### src/rtl/traffic_pkg.sv
// rtl/traffic_pkg.sv - shared phase encoding, lamp codes and phase ordering
// Purpose: phase_e enum, lamp constants {R,Y,G}, digit width, next-phase helper.
// Config: TRAFFIC_NIGHT_EN adds the NIGHT phase (encoding 6).
package traffic_pkg;

    localparam int         DIGIT_W = 4;
    localparam logic [2:0] LT_RED  = 3'b100;
    localparam logic [2:0] LT_YEL  = 3'b010;
    localparam logic [2:0] LT_GRN  = 3'b001;
    localparam logic [2:0] LT_OFF  = 3'b000;

    typedef enum logic [2:0] {
        A_GRN  = 3'd0,
        A_YEL  = 3'd1,
        CLR_AB = 3'd2,
        B_GRN  = 3'd3,
        B_YEL  = 3'd4,
        CLR_BA = 3'd5
`ifdef TRAFFIC_NIGHT_EN
        , NIGHT = 3'd6
`endif
    } phase_e;

    // Fixed ring order; NIGHT is left through its own path and never via this helper.
    function automatic phase_e next_phase(input phase_e p);
        case (p)
            A_GRN:   return A_YEL;
            A_YEL:   return CLR_AB;
            CLR_AB:  return B_GRN;
            B_GRN:   return B_YEL;
            B_YEL:   return CLR_BA;
            CLR_BA:  return A_GRN;
            default: return CLR_BA;
        endcase
    endfunction

endpackage

### src/rtl/traffic_phase_ctrl_if.sv
// rtl/traffic_phase_ctrl_if.sv - operator inputs and lamp/digit outputs of the controller
// Ports: manual_i, step_i, [night_i] (to controller); light_A/B, l_7_A/B, phase_o (from controller).
// Config: night_i exists only with TRAFFIC_NIGHT_EN.
interface traffic_phase_ctrl_if;
    import traffic_pkg::*;

    logic               manual_i;
    logic               step_i;
`ifdef TRAFFIC_NIGHT_EN
    logic               night_i;
`endif
    logic [2:0]         light_A;
    logic [2:0]         light_B;
    logic [DIGIT_W-1:0] l_7_A;
    logic [DIGIT_W-1:0] l_7_B;
    logic [2:0]         phase_o;

    modport master (
`ifdef TRAFFIC_NIGHT_EN
        output night_i,
`endif
        output manual_i, step_i,
        input  light_A, light_B, l_7_A, l_7_B, phase_o
    );

    modport slave (
`ifdef TRAFFIC_NIGHT_EN
        input  night_i,
`endif
        input  manual_i, step_i,
        output light_A, light_B, l_7_A, l_7_B, phase_o
    );

endinterface

### src/rtl/traffic_phase_ctrl_prescaler.sv
// rtl/traffic_phase_ctrl_prescaler.sv - divides clk down to a one-cycle tick every TICK_DIV cycles
// Ports: clk, rst_n (sync, active-low), hold_i (park count at 0, no tick), tick_o.
module tick_prescaler #(
    parameter int TICK_DIV = 50_000_000
) (
    input  logic clk,
    input  logic rst_n,
    input  logic hold_i,
    output logic tick_o
);

    localparam int          CW   = (TICK_DIV > 1) ? $clog2(TICK_DIV) : 1;
    localparam logic [CW-1:0] LAST = CW'(TICK_DIV - 1);

    logic [CW-1:0] pre_q, pre_d;

    always_comb begin
        tick_o = !hold_i && (pre_q == LAST);
        if (hold_i || tick_o) begin
            pre_d = '0;
        end else begin
            pre_d = pre_q + CW'(1);
        end
    end

    always_ff @(posedge clk) begin
        if (!rst_n) begin
            pre_q <= '0;
        end else begin
            pre_q <= pre_d;
        end
    end

endmodule

### src/rtl/traffic_phase_ctrl.sv
// rtl/traffic_phase_ctrl.sv - two-direction intersection phase sequencer with countdown digits
// Ports: clk, rst_n (sync, active-low), bus (traffic_phase_ctrl_if.slave):
//   manual_i/step_i operator control, light_A/B {R,Y,G}, l_7_A/B digits, phase_o status.
// Config: TRAFFIC_NIGHT_EN adds night_i and the flashing-yellow NIGHT phase.
module traffic_phase_ctrl
    import traffic_pkg::*;
#(
    parameter int TICK_DIV = 50_000_000,
    parameter int GREEN_T  = 5,
    parameter int YELLOW_T = 2,
    parameter int ALLRED_T = 1
) (
    input  logic                 clk,
    input  logic                 rst_n,
    traffic_phase_ctrl_if.slave  bus
);

    // Each side's red countdown must fit one decimal digit.
    if (GREEN_T + YELLOW_T + 2 * ALLRED_T > 9 || GREEN_T < 1 || YELLOW_T < 1 || ALLRED_T < 1) begin : g_bad_timing
        $error("traffic_phase_ctrl: durations must be >=1 and GREEN_T+YELLOW_T+2*ALLRED_T <= 9");
    end

    localparam logic [DIGIT_W-1:0] G4 = DIGIT_W'(GREEN_T);
    localparam logic [DIGIT_W-1:0] Y4 = DIGIT_W'(YELLOW_T);
    localparam logic [DIGIT_W-1:0] R4 = DIGIT_W'(ALLRED_T);
    localparam logic [DIGIT_W-1:0] B_RST = DIGIT_W'(2 * ALLRED_T + GREEN_T + YELLOW_T);

    function automatic logic [DIGIT_W-1:0] dur(input phase_e p);
        case (p)
            A_GRN, B_GRN: return G4;
            A_YEL, B_YEL: return Y4;
            default:      return R4;
        endcase
    endfunction

    phase_e               phase_q, phase_d;
    logic [DIGIT_W-1:0]   cnt_q, cnt_d;
    logic                 manual_q, manual_d;
    logic [2:0]           light_a_q, light_a_d, light_b_q, light_b_d;
    logic [DIGIT_W-1:0]   l7_a_q, l7_a_d, l7_b_q, l7_b_d;
    logic                 tick;
    logic                 hold;
`ifdef TRAFFIC_NIGHT_EN
    logic                 blink_q, blink_d;
    assign hold = bus.manual_i && !bus.night_i;
`else
    assign hold = bus.manual_i;
`endif

    tick_prescaler #(.TICK_DIV(TICK_DIV)) u_prescaler (
        .clk    (clk),
        .rst_n  (rst_n),
        .hold_i (hold),
        .tick_o (tick)
    );

    always_comb begin
        phase_d  = phase_q;
        cnt_d    = cnt_q;
        manual_d = bus.manual_i;
`ifdef TRAFFIC_NIGHT_EN
        blink_d  = blink_q;
        if (bus.night_i) begin
            if (phase_q != NIGHT) begin
                phase_d = NIGHT;
                blink_d = 1'b1;
            end else if (tick) begin
                blink_d = ~blink_q;
            end
        end else if (phase_q == NIGHT) begin
            phase_d = CLR_BA;
            cnt_d   = R4;
        end else
`endif
        if (bus.manual_i) begin
            if (bus.step_i) begin
                phase_d = next_phase(phase_q);
                cnt_d   = dur(phase_d);
            end
        end else if (manual_q) begin
            // First auto cycle after manual: restart the current phase in full.
            cnt_d = dur(phase_q);
        end else if (tick) begin
            if (cnt_q == DIGIT_W'(1)) begin
                phase_d = next_phase(phase_q);
                cnt_d   = dur(phase_d);
            end else begin
                cnt_d = cnt_q - DIGIT_W'(1);
            end
        end

        // Lamps follow the next phase so they change on the same edge as phase_q.
        light_a_d = LT_RED;
        light_b_d = LT_RED;
        case (phase_d)
            A_GRN: light_a_d = LT_GRN;
            A_YEL: light_a_d = LT_YEL;
            B_GRN: light_b_d = LT_GRN;
            B_YEL: light_b_d = LT_YEL;
`ifdef TRAFFIC_NIGHT_EN
            NIGHT: begin
                light_a_d = blink_d ? LT_YEL : LT_OFF;
                light_b_d = blink_d ? LT_YEL : LT_OFF;
            end
`endif
            default: ;
        endcase

        // Red side counts through every phase before its own green.
        l7_a_d = '0;
        l7_b_d = '0;
        if (!bus.manual_i) begin
            case (phase_q)
                A_GRN:  begin l7_a_d = cnt_q + Y4;           l7_b_d = cnt_q + Y4 + R4;      end
                A_YEL:  begin l7_a_d = cnt_q;                l7_b_d = cnt_q + R4;           end
                CLR_AB: begin l7_a_d = cnt_q + G4 + Y4 + R4; l7_b_d = cnt_q;                end
                B_GRN:  begin l7_a_d = cnt_q + Y4 + R4;      l7_b_d = cnt_q + Y4;           end
                B_YEL:  begin l7_a_d = cnt_q + R4;           l7_b_d = cnt_q;                end
                CLR_BA: begin l7_a_d = cnt_q;                l7_b_d = cnt_q + G4 + Y4 + R4; end
                default: ;
            endcase
        end
    end

    always_ff @(posedge clk) begin
        if (!rst_n) begin
            phase_q   <= CLR_BA;
            cnt_q     <= R4;
            manual_q  <= 1'b0;
            light_a_q <= LT_RED;
            light_b_q <= LT_RED;
            l7_a_q    <= R4;
            l7_b_q    <= B_RST;
`ifdef TRAFFIC_NIGHT_EN
            blink_q   <= 1'b0;
`endif
        end else begin
            phase_q   <= phase_d;
            cnt_q     <= cnt_d;
            manual_q  <= manual_d;
            light_a_q <= light_a_d;
            light_b_q <= light_b_d;
            l7_a_q    <= l7_a_d;
            l7_b_q    <= l7_b_d;
`ifdef TRAFFIC_NIGHT_EN
            blink_q   <= blink_d;
`endif
        end
    end

    assign bus.light_A = light_a_q;
    assign bus.light_B = light_b_q;
    assign bus.l_7_A   = l7_a_q;
    assign bus.l_7_B   = l7_b_q;
    assign bus.phase_o = phase_q;

endmodule

### src/flat_wrapper.sv
// flat-port wrapper written by rule: the top's interface ports become plain ports
module traffic_phase_ctrl_flat import traffic_pkg::*;
#(
    parameter int TICK_DIV = 50_000_000,
    parameter int GREEN_T  = 5,
    parameter int YELLOW_T = 2,
    parameter int ALLRED_T = 1
)
  (clk, rst_n, bus_manual_i, bus_step_i, bus_light_A, bus_light_B, bus_l_7_A, bus_l_7_B, bus_phase_o);
  traffic_phase_ctrl_if bus_i ();
  input  logic clk;
  input  logic rst_n;
  input wire logic [$bits(bus_i.manual_i)-1:0] bus_manual_i;
  input wire logic [$bits(bus_i.step_i)-1:0] bus_step_i;
  output wire logic [$bits(bus_i.light_A)-1:0] bus_light_A;
  output wire logic [$bits(bus_i.light_B)-1:0] bus_light_B;
  output wire logic [$bits(bus_i.l_7_A)-1:0] bus_l_7_A;
  output wire logic [$bits(bus_i.l_7_B)-1:0] bus_l_7_B;
  output wire logic [$bits(bus_i.phase_o)-1:0] bus_phase_o;
  assign bus_i.manual_i = bus_manual_i;
  assign bus_i.step_i = bus_step_i;
  assign bus_light_A = bus_i.light_A;
  assign bus_light_B = bus_i.light_B;
  assign bus_l_7_A = bus_i.l_7_A;
  assign bus_l_7_B = bus_i.l_7_B;
  assign bus_phase_o = bus_i.phase_o;
  traffic_phase_ctrl #(.TICK_DIV(TICK_DIV), .GREEN_T(GREEN_T), .YELLOW_T(YELLOW_T), .ALLRED_T(ALLRED_T)) u_core (.clk(clk), .rst_n(rst_n), .bus(bus_i));
endmodule
### config.mk
export PLATFORM = sky130hd
export DESIGN_NAME = traffic_phase_ctrl_flat
export DESIGN_NICKNAME = d
export VERILOG_FILES = /design/src/rtl/traffic_pkg.sv /design/src/rtl/traffic_phase_ctrl_if.sv /design/src/rtl/traffic_phase_ctrl_prescaler.sv /design/src/rtl/traffic_phase_ctrl.sv /design/src/flat_wrapper.sv
export SDC_FILE = /design/constraint.sdc
export NUM_CORES = 1
export LEC_CHECK = 0
export BUFFER_PORTS_ARGS = -buffer_cell sky130_fd_sc_hd__buf_4
export CAP_MARGIN = 0
export CELL_PAD_IN_SITES_DETAIL_PLACEMENT = 1
export CELL_PAD_IN_SITES_GLOBAL_PLACEMENT = 2
export CORE_MARGIN = 2
export CORE_UTILIZATION = 39
export DETAILED_ROUTE_END_ITERATION = 10
export PLACE_DENSITY = 0.89
export RECOVER_POWER = 50
export SLEW_MARGIN = 40
export SYNTH_ARGS = -nofsm -noshare
export SYNTH_HDL_FRONTEND = slang
export SYNTH_HIERARCHICAL = 1
export SYNTH_SLANG_ARGS = --single-unit
### constraint.sdc
create_clock -name clk -period 7.9 [get_ports clk]
set_input_delay 1.975 -clock clk [delete_from_list [all_inputs] [get_ports clk]]
set_output_delay 1.975 -clock clk [all_outputs]
set_load 0.01 [all_outputs]
==> reports/metrics.csv <==
metric;value;unit
cts-root-buf;clkbuf_8;
wirelength;6960;um
grt_pass1_wl;11700;um
via_count;2432;
outcome;finished clean;
netlist_area;2690;um2
skew;0.00286;ns
synth_nets;335;
synth_edf_count;0;
clk_pin_slew;0.09;ns
antenna_found_initial;0;
first_global_vias;2373;
area_growth;9.18;%
p_leak;1.00;nW
holdCritPathClass;reg -> reg;
fmax;283;MHz
grt_max_degree;31;
port-buffer-count;20;
ys_seq_area_share;35.8;%
dp_cells;406;
syn_area_per_cell;8.31;um2
power.density;167;nW/um2
yosys.area_share.adder;3.73;%
p_int;0.352;mW
layout.cells.non_filler;414;
post_cts_buffers;0;
worst_skew_pair.late_latency;0.30;ns
setup_ws;4.36;ns
cp-end-kind;register;
setup_violations;0;
pre_cts_ws;4.55;ns
finalCritPeriodShare;44.8;%
peakVddDrop;0.0000791;V
muxShareOfSynthArea;0.419;%
dieHeight;87.0;um
drive_above_1_share;13.2;%
synthFlopType;dfxtp_1;
io_pins;21;
cts_resized;0;
p_clk_share;31.9;%
synth_compound_area_share;19.9;%
htreeDepth;2;
ys_async_sr_fraction;0;%
fin_total_pwr;0.491;mW
crit_path_start_kind;input pin;
synth_seq_cells;48;
num_rows;30;
p_comb_share;14.9;%
cts_buffer_depth;2;
holdBufCountCts;0;
yosys_warnings;6;
via_per_inst;5.87;
dieArea;7560;um2
crit_type;in -> reg;
synth_top_family_by_area;simple AND/OR/NAND/NOR gates;
route.detailed.drc;0;
place_congestion;0.806;
core;6720;um2
required;8.11;ns
final_antenna_net_count;0;
slew_violations;0;
tns;0;ns
synth_xor_area_share;5.87;%
switchingPower;0.139;mW
start_util;40.0;%
period_needed;3.54;ns
synth_cells;323;
die_w;87.0;um
max_slew_margin;27.0;%
worst_slew_pin_slew;1.09;ns
clkSinkCount;48;
yosys.area_share.simple;29.6;%
fill_cells;815;
nets;345;
drt_iter0_drc;74;
ys_types;69;
grt_overflow;0;
grt_usage;19.5;%
final_hold_viol_count;0;
p_sw_share;28.2;%
cts_tree;done;
cts_made_buffers;5;
crit_fanout;24;
dp_hpwl;4810;um
crit_arrival;3.74;ns
p_seq_share;53.2;%
avgRoutedWirePerCell;16.8;um
cap_viol_max_count;0;
first_pass_iters;4;
rsz0062_at_grt;false;
diodes;0;
-- cells by family after synthesis --
logic type	Yosys count
simple gates	144
fa+ha+maj	8
buf+inv	25
flops	48
mux	1
xor+xnor	18
compound gates	79
-- worst paths after layout --
check / start / depth (start not counted) / slack [ns] / to
hold / removal: u_core/u_prescaler/pre_q[25] / 2 / 0.49 / u_core/u_prescaler/pre_q[25]
setup reg to reg: u_core/u_prescaler/pre_q[0] / 8 / 4.83 / u_core/bus.light_A[2]
hold reg to reg: u_core/u_prescaler/pre_q[25] / 2 / 0.49 / u_core/u_prescaler/pre_q[25]
setup / recovery: rst_n / 5 / 4.36 / u_core/u_prescaler/pre_q[24]
-- layout by cell type (no fill, tap or decap), types with 5 or more instances in the layout --
cell type,count
nand4_1,10
o31ai_1,5
o21ai_0,13
nor2_1,30
and3_1,5
nand3_1,12
xor2_1,8
nor2b_1,6
clkbuf_8,6
inv_1,6
or4_1,6
nand2_1,24
nor3_1,12
xnor2_1,10
ha_1,8
dfxtp_1,46
buf_4,19
or3_1,5
a21oi_1,24
-- stage by stage --
step | hold slack, ns | area (um2) | util, %
2_1_floorplan | 0.441 | 2690 | -
3_3_place_gp | 0.458 | 2850 | 42.4
3_5_place_dp | 0.472 | 2850 | 42.4
4_1_cts | 0.485 | 2940 | 43.8
5_1_grt | 0.516 | 2930 | 43.6
6_report | 0.488 | 2930 | 43.6
-- final cells by class --
cell class / count / area (um2) / share of cell area, %
clock inverters: 1 / 7.51 / 0.256
clock buffers: 7 / 86.3 / 2.94
inverters: 6 / 22.5 / 0.768
flip-flops and latches: 48 / 963 / 32.9
repair buffers: 22 / 154 / 5.25
multi-input cells: 250 / 1600 / 54.5
well taps: 80 / 100 / 3.41
-- sequential cells by signal (all words and copies together) (netlist names) --
name	flops
u_core/u_prescaler/pre_q	26
u_core/bus.l_7_A	4
u_core/bus.l_7_B	4
u_core/cnt_q	4
u_core/bus.light_A	3
u_core/bus.light_B	3
u_core/bus.phase_o	3
u_core/manual_q	1
-- power groups by stage --
stage               logic [mW]  clock network (mW)  registers, mW
finish                  0.0731               0.157          0.261
CTS                     0.0742               0.162          0.261
global route            0.0821               0.173          0.263
floorplan               0.0573                   0          0.261
detailed placement      0.0738                   0          0.267
global placement        0.0720                   0          0.267
-- per-layer routing --
| layer | up-vias | routed length, um | global-route usage, % |
|---|---|---|---|
| li1 | 1204 | - | - |
| met1 | 1196 | 3210 | 25.2 |
| met2 | 23 | 3530 | 33.3 |
| met3 | 9 | 154 | 3.03 |
| met4 | 0 | 64 | 6.25 |
| met5 | - | 0 | 0 |
-- cell usage after synthesis (2+ instances only) --
master	instances	area share (%)
a21o_1	2	0.56
nor4_1	4	0.93
and3_1	5	1.2
nor2_1	30	4.2
xor2_1	8	2.6
nand2b_1	2	0.47
o31ai_1	5	1.4
buf_1	2	0.28
nand4_1	10	2.3
a211oi_1	4	1.1
a21oi_1	24	4.5
clkbuf_1	8	1.1
nor3b_1	3	0.84
or2_2	4	0.93
o41ai_1	2	0.65
o22ai_1	2	0.47
nand3b_1	3	0.84
xnor2_1	10	3.3
dfxtp_1	48	36
and2b_2	2	0.65
buf_2	5	0.93
a2111oi_0	2	0.65
o21ai_0	12	2.2
nand3_1	12	2.2
buf_6	3	1.3
or4_1	6	1.7
and2_1	4	0.93
nor2b_1	6	1.4
inv_1	6	0.84
a22oi_1	3	0.84
or3_1	5	1.2
nor3_1	12	2.2
o31a_1	2	0.65
and2b_1	2	0.56
ha_1	8	3.7
nand2_1	24	3.4
-- critical path, cell delays in order --
cell	delay, ns
clkbuf_1	0.32
nor2b_1	0.28
o21ai_0	0.07
clkbuf_1	0.83
o21ba_2	0.26
(Power assumes the default switching activity.)
